### src/rtl/branch_predictor_bht.sv
// Dynamic branch predictor: 2-bit saturating counter table, optionally gshare-indexed,
// with self-sequenced table initialisation after reset and branch/mispredict statistics.
module branch_predictor_bht #(
    parameter int         LANES      = 2,
    parameter int         INDEX_BITS = 6,
    parameter int         GHR_BITS   = 0,
    parameter logic [1:0] CNT_INIT   = 2'b01
) (
    input  logic                  clock,
    input  logic                  reset,
    input  logic [LANES-1:0]      pred_valid,
    input  logic [LANES*32-1:0]   pred_pc,
    output logic [LANES-1:0]      pred_taken,
    input  logic                  upd_valid,
    input  logic [31:0]           upd_pc,
    input  logic                  upd_taken,
    input  logic                  upd_mispredict,
    input  logic                  clear_stats,
    output logic                  ready,
    output logic [31:0]           stat_branches,
    output logic [31:0]           stat_mispredicts
);

    localparam int DEPTH = 1 << INDEX_BITS;

    typedef enum logic {INIT, RUN} state_e;

    state_e                 state_q, state_d;
    logic [INDEX_BITS-1:0]  initPtr_q, initPtr_d;
    logic [31:0]            statBranches_q, statBranches_d;
    logic [31:0]            statMispredicts_q, statMispredicts_d;
    logic [1:0]             cntTable_q [DEPTH];

    logic [INDEX_BITS-1:0]  ghrIdx;
    logic [INDEX_BITS-1:0]  updIdx;
    logic [INDEX_BITS-1:0]  wrIdx;
    logic [1:0]             updCnt;
    logic [1:0]             updCntNext;
    logic [1:0]             wrData;
    logic                   wrEn;
    logic                   updAccept;
    logic                   unusedPcBits;

    assign ready        = (state_q == RUN);
    assign updAccept    = ready & upd_valid;
    assign updIdx       = upd_pc[INDEX_BITS-1:0] ^ ghrIdx;
    assign updCnt       = cntTable_q[updIdx];
    assign unusedPcBits = ^{pred_pc, upd_pc};

    // History only exists for gshare; bimodal builds fold the index term to zero.
    if (GHR_BITS > 0) begin : gGhr
        logic [GHR_BITS-1:0] ghr_q, ghr_d;

        always_comb begin
            ghr_d = ghr_q;
            if (updAccept) begin
                ghr_d = GHR_BITS'({ghr_q, upd_taken});
            end
        end

        always_ff @(posedge clock or negedge reset) begin
            if (!reset) begin
                ghr_q <= '0;
            end else begin
                ghr_q <= ghr_d;
            end
        end

        assign ghrIdx = INDEX_BITS'(ghr_q);
    end else begin : gNoGhr
        assign ghrIdx = '0;
    end

    always_comb begin
        state_d   = state_q;
        initPtr_d = initPtr_q;
        case (state_q)
            INIT: begin
                initPtr_d = initPtr_q + 1'b1;
                if (initPtr_q == '1) begin
                    state_d = RUN;
                end
            end
            RUN:     state_d = RUN;
            default: state_d = INIT;
        endcase
    end

    // The init sweep owns the write port until RUN; resolved updates are dropped before that.
    always_comb begin
        updCntNext = updCnt;
        if (upd_taken) begin
            updCntNext = (updCnt == 2'b11) ? 2'b11 : updCnt + 2'd1;
        end else begin
            updCntNext = (updCnt == 2'b00) ? 2'b00 : updCnt - 2'd1;
        end

        wrEn   = 1'b0;
        wrIdx  = initPtr_q;
        wrData = CNT_INIT;
        if (state_q == INIT) begin
            wrEn = 1'b1;
        end else if (updAccept) begin
            wrEn   = 1'b1;
            wrIdx  = updIdx;
            wrData = updCntNext;
        end
    end

    always_comb begin
        statBranches_d    = statBranches_q;
        statMispredicts_d = statMispredicts_q;
        if (clear_stats) begin
            statBranches_d    = '0;
            statMispredicts_d = '0;
        end else if (updAccept) begin
            if (statBranches_q != '1) begin
                statBranches_d = statBranches_q + 32'd1;
            end
            if (upd_mispredict && (statMispredicts_q != '1)) begin
                statMispredicts_d = statMispredicts_q + 32'd1;
            end
        end
    end

    always_ff @(posedge clock or negedge reset) begin
        if (!reset) begin
            state_q           <= INIT;
            initPtr_q         <= '0;
            statBranches_q    <= '0;
            statMispredicts_q <= '0;
        end else begin
            state_q           <= state_d;
            initPtr_q         <= initPtr_d;
            statBranches_q    <= statBranches_d;
            statMispredicts_q <= statMispredicts_d;
        end
    end

    always_ff @(posedge clock) begin
        if (wrEn) begin
            cntTable_q[wrIdx] <= wrData;
        end
    end

    // Lanes read the pre-update table, so a same-cycle update is never bypassed.
    for (genvar i = 0; i < LANES; i++) begin : gLane
        logic [INDEX_BITS-1:0] predIdx;
        assign predIdx       = pred_pc[32*i +: INDEX_BITS] ^ ghrIdx;
        assign pred_taken[i] = ready & pred_valid[i] & cntTable_q[predIdx][1];
    end

    assign stat_branches    = statBranches_q;
    assign stat_mispredicts = statMispredicts_q;

endmodule

### config.mk
export PLATFORM = sky130hd
export DESIGN_NAME = branch_predictor_bht
export DESIGN_NICKNAME = d
export VERILOG_FILES = /design/src/rtl/branch_predictor_bht.sv
export SDC_FILE = /design/constraint.sdc
export NUM_CORES = 1
export LEC_CHECK = 0
export BUFFER_PORTS_ARGS = -buffer_cell sky130_fd_sc_hd__buf_2
export CAP_MARGIN = 20
export CORE_ASPECT_RATIO = 1.2
export CORE_UTILIZATION = 35
export CTS_CLUSTER_DIAMETER = 30
export DETAILED_ROUTE_END_ITERATION = 10
export GPL_TIMING_DRIVEN = 0
export PLACE_DENSITY = 0.6
export SETUP_SLACK_MARGIN = 0.2
export SYNTH_ARGS = -nofsm -noshare
export SYNTH_HDL_FRONTEND = slang
export SYNTH_SLANG_ARGS = --single-unit
### constraint.sdc
create_clock -name clock -period 4.1 [get_ports clock]
set_clock_uncertainty 0.2 [all_clocks]
set_input_delay 1.025 -clock clock [delete_from_list [all_inputs] [get_ports clock]]
set_output_delay 1.025 -clock clock [all_outputs]
set_load 0.05 [all_outputs]
## After elaboration in Yosys (flattened, before gate mapping)

Memories as Yosys holds them, arrays and structs flattened.
Index checks and enable logic that the tools add are counted.

| word-level totals | value |
|---|---|
| register bits after elaboration | 71 |
| memory bits (writable) | 128 |
| input bits | 104 |
| output and inout port bits | 67 |
| word-level logic and storage cells | 46 |
| memories | 1 |

Memory list:

| memory | depth | bits a word | read ports | clocked after Yosys merged registers in | wr ports | RTL line | RTL |
|---|---|---|---|---|---|---|---|
| cntTable_q | 64 | 2 | 3 | 0 | 1 | 32 | `logic [1:0] cntTable_q [DEPTH];` |

| cells by class | value |
|---|---|
| $add $sub $neg | 5 |
| equal/unequal tests | 4 |
| multiplexer cells | 19 |
| bitwise gates (word level) | 6 |
| reduce and logical (&&, ||, !) cells | 7 |

Operators by type and width:

| kind | number |
|---|---|
| $mux 32 | 6 |
| $add 32x1->32 const B | 2 |
| $ne 32x32->1 const B | 2 |
| $mux 6 | 2 |
| $mux 2 | 5 |
| $add 6x1->6 const B | 1 |
| $eq 6x6->1 const B | 1 |
| $reduce_bool 2->1 | 3 |
| $and 1x1->1 | 5 |
| $mux 1 | 5 |
| $reduce_and 2->1 | 2 |
| $add 2x1->2 const B | 1 |
| $eq 2x2->1 const B | 1 |
| $logic_not 2->1 | 1 |
| $pmux 1 s2 | 1 |
| $sub 2x1->2 const B | 1 |
| $logic_and 1x1->1 | 1 |
| $not 1->1 | 1 |

## Depth between registers and ports, before layout

An unclocked memory read counts as a cell.

| logic depth | value |
|---|---|
| depth in word-level cells | 6 |
| mapped depth | 9 |
| depth with buffers taken out | 6 |

## Worst setup path after synthesis

Ideal clock, no wire load.

| path | value |
|---|---|
| path kind | in2reg |
| from | in upd_pc[0] |
| to | mem cntTable_q[0][0], data pin |
| setup time | 548 ps |
| arrival | 4295 ps |
| data required time | 3352 ps |
| slack | -944 ps |
| stages | 7 |
| buffers on the path | 1 |
| cells stage by stage | buf_2 -> mux4_2 -> or3_1 -> a31oi_1 -> a32oi_1 -> nor3b_1 -> a21oi_1 |

| on the way | value |
|---|---|
| cells in the longest elaborated chain, start to end | 6 |
| elaborated cells on any way between the ends | 10 |
| classes of those cells | add/sub (2); eq/ne (1); mux (5); reduce/logical (1); memory (1) |

Ends and longest elaborated chain:

| item | RTL line | RTL |
|---|---|---|
| start: declaration | 15 | `input logic [31:0] upd_pc,` |
| $mem_v2 64x2 (*) | -- |  |
| $sub 2x1->2 (tied with other cells) | 95 | `updCntNext = (updCnt == 2'b00) ? 2'b00 : updCnt - 2'd1;` |
| $mux 2, on equally long branches | 95, 93 |  |
| $mux 2 (*) | 92 | `if (upd_taken) begin` |
| $mux 2 (*) | 103 | `end else if (updAccept) begin` |
| $mux 2 (*) | 101 | `if (state_q == INIT) begin` |
| named net wrData[0] | 39 | `logic [1:0] wrData;` |
| end: declaration | 32 |  |

Mark *: on every way through the listed nets, which the timed path passes. The rest lies on a longest branch.

## Final worst setup path

| path | value |
|---|---|
| from | in pred_pc[32] |
| to | out pred_taken[1] |

| on the way | value |
|---|---|
| cells in the longest elaborated chain, start to end | 2 |

Ends and longest elaborated chain:

| item | RTL line | RTL |
|---|---|---|
| start: declaration | 12 | `input logic [LANES*32-1:0] pred_pc,` |
| $mem_v2 64x2 | -- |  |
| $and 1x1->1 | 150 | `assign pred_taken[i] = ready & pred_valid[i] & cntTable_q[predIdx][1];` |
| end: declaration | 13 | `output logic [LANES-1:0] pred_taken,` |

Every way passes these cells.

==> metrics.md <==
| Metric | Value |
|---|---|
| Commonest non-fill, non-tap cells in the layout | edfxtp_1, nor2_1, buf_2 |
| Max-cap viol count | 0 |
| Starting Density | 35.8% |
| Max_slew headroom | 44.5% |
| Setup-failing EPs final | 2 |
| Status | complete, but fails checks |
| First drt pass iteration count | 5 |
| All-Layer GR Usage | around a fifth |
| Vias per cell | around 5.7 |
| Hold Violations, Final | 0 |
| CP Capture Type | output port |
| Gate power share | ~5% |
| Mapped Nets | about 930 |
| Overflow after GRT | 0 |
| Worst-margin pin slew | 0.832 ns |
| Final Worst Setup Slack | -0.261 ns |
| Synth area leaders | edfxtp_1, dfrtp_1, mux4_2 |
| Final Wtd Congestion | just over 0.8 |
| Post-route cell area | between 10,000 and 15,000 um^2 |
| IO Count | approximately 170 |
| Mean routed wirelength per cell | approximately 21 um |
| Failing checks | negative setup slack |
| Placement Cell Area | ~11,000 um^2 |
| Arr. time, crit path | 3.14 ns |
| Clk slew on worst S/H paths | roughly 0.1 ns |
| Post-synth top area share | approximately 37% |
| Post-Place Cells | 1,300 |
| Worst Hold Class | input port to async pin |
| Die Y | about 190 um |
| WS Path Type | input port to output port |
| Period utilization | 106% |
| Hold slack | about 0.25 ns |
| Antenna-violating nets left | 0 |
| Post-Route Setup TNS | -0.507 ns |
| RSZ-0062 raised after global routing | true |
| Clock latency on the worst-skew pair | about 0.45 ns |
| Die Span X | ~160 um |
| Row count | 68 |
| Initial antenna violation count | 1 |
| Reg power frac | between 50% and 60% |
| Internal | ~3.1 mW |
| Port Buffers | 86 |
| Yosys Warn Count | 0 |
| Nets | approximately 1,100 |
| CP required | 2.87 ns |
| F_max | 229 MHz |
| PwrDens | ~340 nW/um^2 |
| CP Max Fanout | 5 |
| Lkg Pwr | slightly above 4 nW |
| Most common cell after layout, fill and taps aside | edfxtp_1 |
| Clock root cell | clkbuf_16 |
| Post-synthesis cell count | between 800 and 900 |
| Fin cells | around 1,300 |
| Iter 0 DRT Violations | 570 |
| Synth Flop Type | edfxtp_1 |
| Clock sinks | around 200 |
| CTS buffer count | 17 |
| Largest net degree at the start of global routing | between 50 and 60 |
| Psw | between 1 and 1.5 mW |
| Vias | roughly 7,600 |
| Seq cells post-synth | 199 |
| Sequential fraction of the synthesis area | roughly 54% |
| CTS Hold Bufs | 0 |
| H-tree depth | 4 |
| Ratio of cells with drive above 1 in the final layout | 24.6% |
| Clk buf depth | 2 |
| Switching share of power | 24.9% |
| Library cells used by synthesis | 55 |
| Vias in the first global route | around 7,600 |
| Post-synth EDFFs | roughly 130 |
| Number of remaining DRC errors | 0 |
| Synth area leader | edfxtp_1 |
| Worst IR Drop VDD | 263 uV |
| Tmin final | ~4.4 ns |
| First-pass GRT wire length | ~45,000 um |
| Die area | around 30,000 um^2 |
| Post-DP HPWL | about 20,000 um |
| Synth async-reset ratio | 35.7% |
| Crit path launch type | input port |
| Clk network pwr share | a little over two fifths |
| Layout area overhead | 18.6% |
| Syn avg cell area | about 13 um^2 |
| Max-slew violations | 0 |
| Core footprint | 28,900 um^2 |
| Final wirelength | roughly 29,000 um |
| Mapped cell area | 10,400 um^2 |
| CTS tree | done |
[registers in the layout, indices dropped and copies added (netlist names)]
| register | cells |
|---|---|
| cntTable_q | 128 |
| ready | 1 |
| initPtr_q | 6 |
| stat_mispredicts | 32 |
| stat_branches | 32 |
[area by class of cell]
cell class | instances | area [um^2]
antenna | 1 | 2.50
buffer | 48 | 338
clock buffer | 17 | 425
clock inverter | 15 | 215
fill | 2722 | 16600
inverter | 9 | 33.8
multi-input combinational | 571 | 4550
sequential | 199 | 5620
tap | 385 | 482
timing repair buffer | 97 | 621
[final timing paths]
kind	from	endpoint	slack (ns)	cells after the start
max reg2reg	ready	cntTable_q[5][1]	0.46	8
max	pred_pc[32]	pred_taken[1]	-0.26	7
min in group clock	initPtr_q[3]	initPtr_q[3]	0.32	1
min reg2reg	initPtr_q[3]	initPtr_q[3]	0.32	1
max in group asynchronous	reset	stat_mispredicts[22]	2.85	2
min	reset	stat_branches[16]	0.25	1
[cell usage after synthesis, types with 9 or more instances]
| master | n |
|---|---|
| o211ai_1 | 9 |
| inv_1 | 9 |
| or4_1 | 10 |
| mux4_2 | 63 |
| o21ai_0 | 25 |
| and2_1 | 11 |
| nand3_1 | 25 |
| and3_1 | 13 |
| xnor2_1 | 9 |
| buf_2 | 11 |
| or3_1 | 28 |
| nand4_1 | 12 |
| clkbuf_1 | 26 |
| mux2i_1 | 29 |
| o2111ai_1 | 14 |
| edfxtp_1 | 128 |
| xor2_1 | 29 |
| dfrtp_1 | 71 |
| o31ai_1 | 14 |
| a21oi_1 | 32 |
| nand2_1 | 49 |
| nor2_1 | 115 |
| nor3_1 | 12 |
[power by group through the flow]
stage / registers, mW / logic, mW / clock network (mW)
2_1_floorplan: 2.16 / 0.105 / 0
6_report: 2.11 / 0.205 / 1.81
3_3_place_gp: 2.16 / 0.176 / 0
3_5_place_dp: 2.16 / 0.181 / 0
4_1_cts: 2.11 / 0.201 / 1.83
5_1_grt: 2.11 / 0.217 / 1.90
[kinds of logic after synthesis]
logic type | count (synthesis) | synth area share (%)
xor+xnor | 38 | 3.21
buf+inv | 58 | 2.59
flops | 199 | 54.2
mux | 94 | 16.7
compound gates | 127 | 8.24
simple gates | 307 | 14.7
fa+ha+maj | 3 | 0.362
[routing by layer]
metal	GRT usage, %	routed length [um]	up-vias
met4	5.81	481	0
met1	25.0	12100	3852
met3	3.52	1840	37
li1	-	-	3434
met5	0	0	-
met2	32.6	14200	290
[through the flow]
step,setup slack [ns],util [%],total power [mW]
after detailed placement,-0.692,39.6,2.34
after CTS,-0.259,42.3,4.14
after floorplan,-0.0297,-,2.26
after global routing,-0.297,42.5,4.24
after global placement,-1.14,39.3,2.33
final,-0.261,42.5,4.13
[worst max-delay path, cell delays in order]
cell and delay (ns):
buf_16 0.10, buf_12 0.13, mux4_2 0.53, mux4_2 0.53, mux4_2 0.48, and3_4 0.18
buf_6 0.14
[timing repair]
action / CTS / global route
pin swaps: 1 / 1
buffers inserted: 6 / 0
gates resized for setup: 15 / 9
gates cloned: 3 / 1
endpoints found under the setup margin: 130 / 92
(Power assumes the default switching activity.)
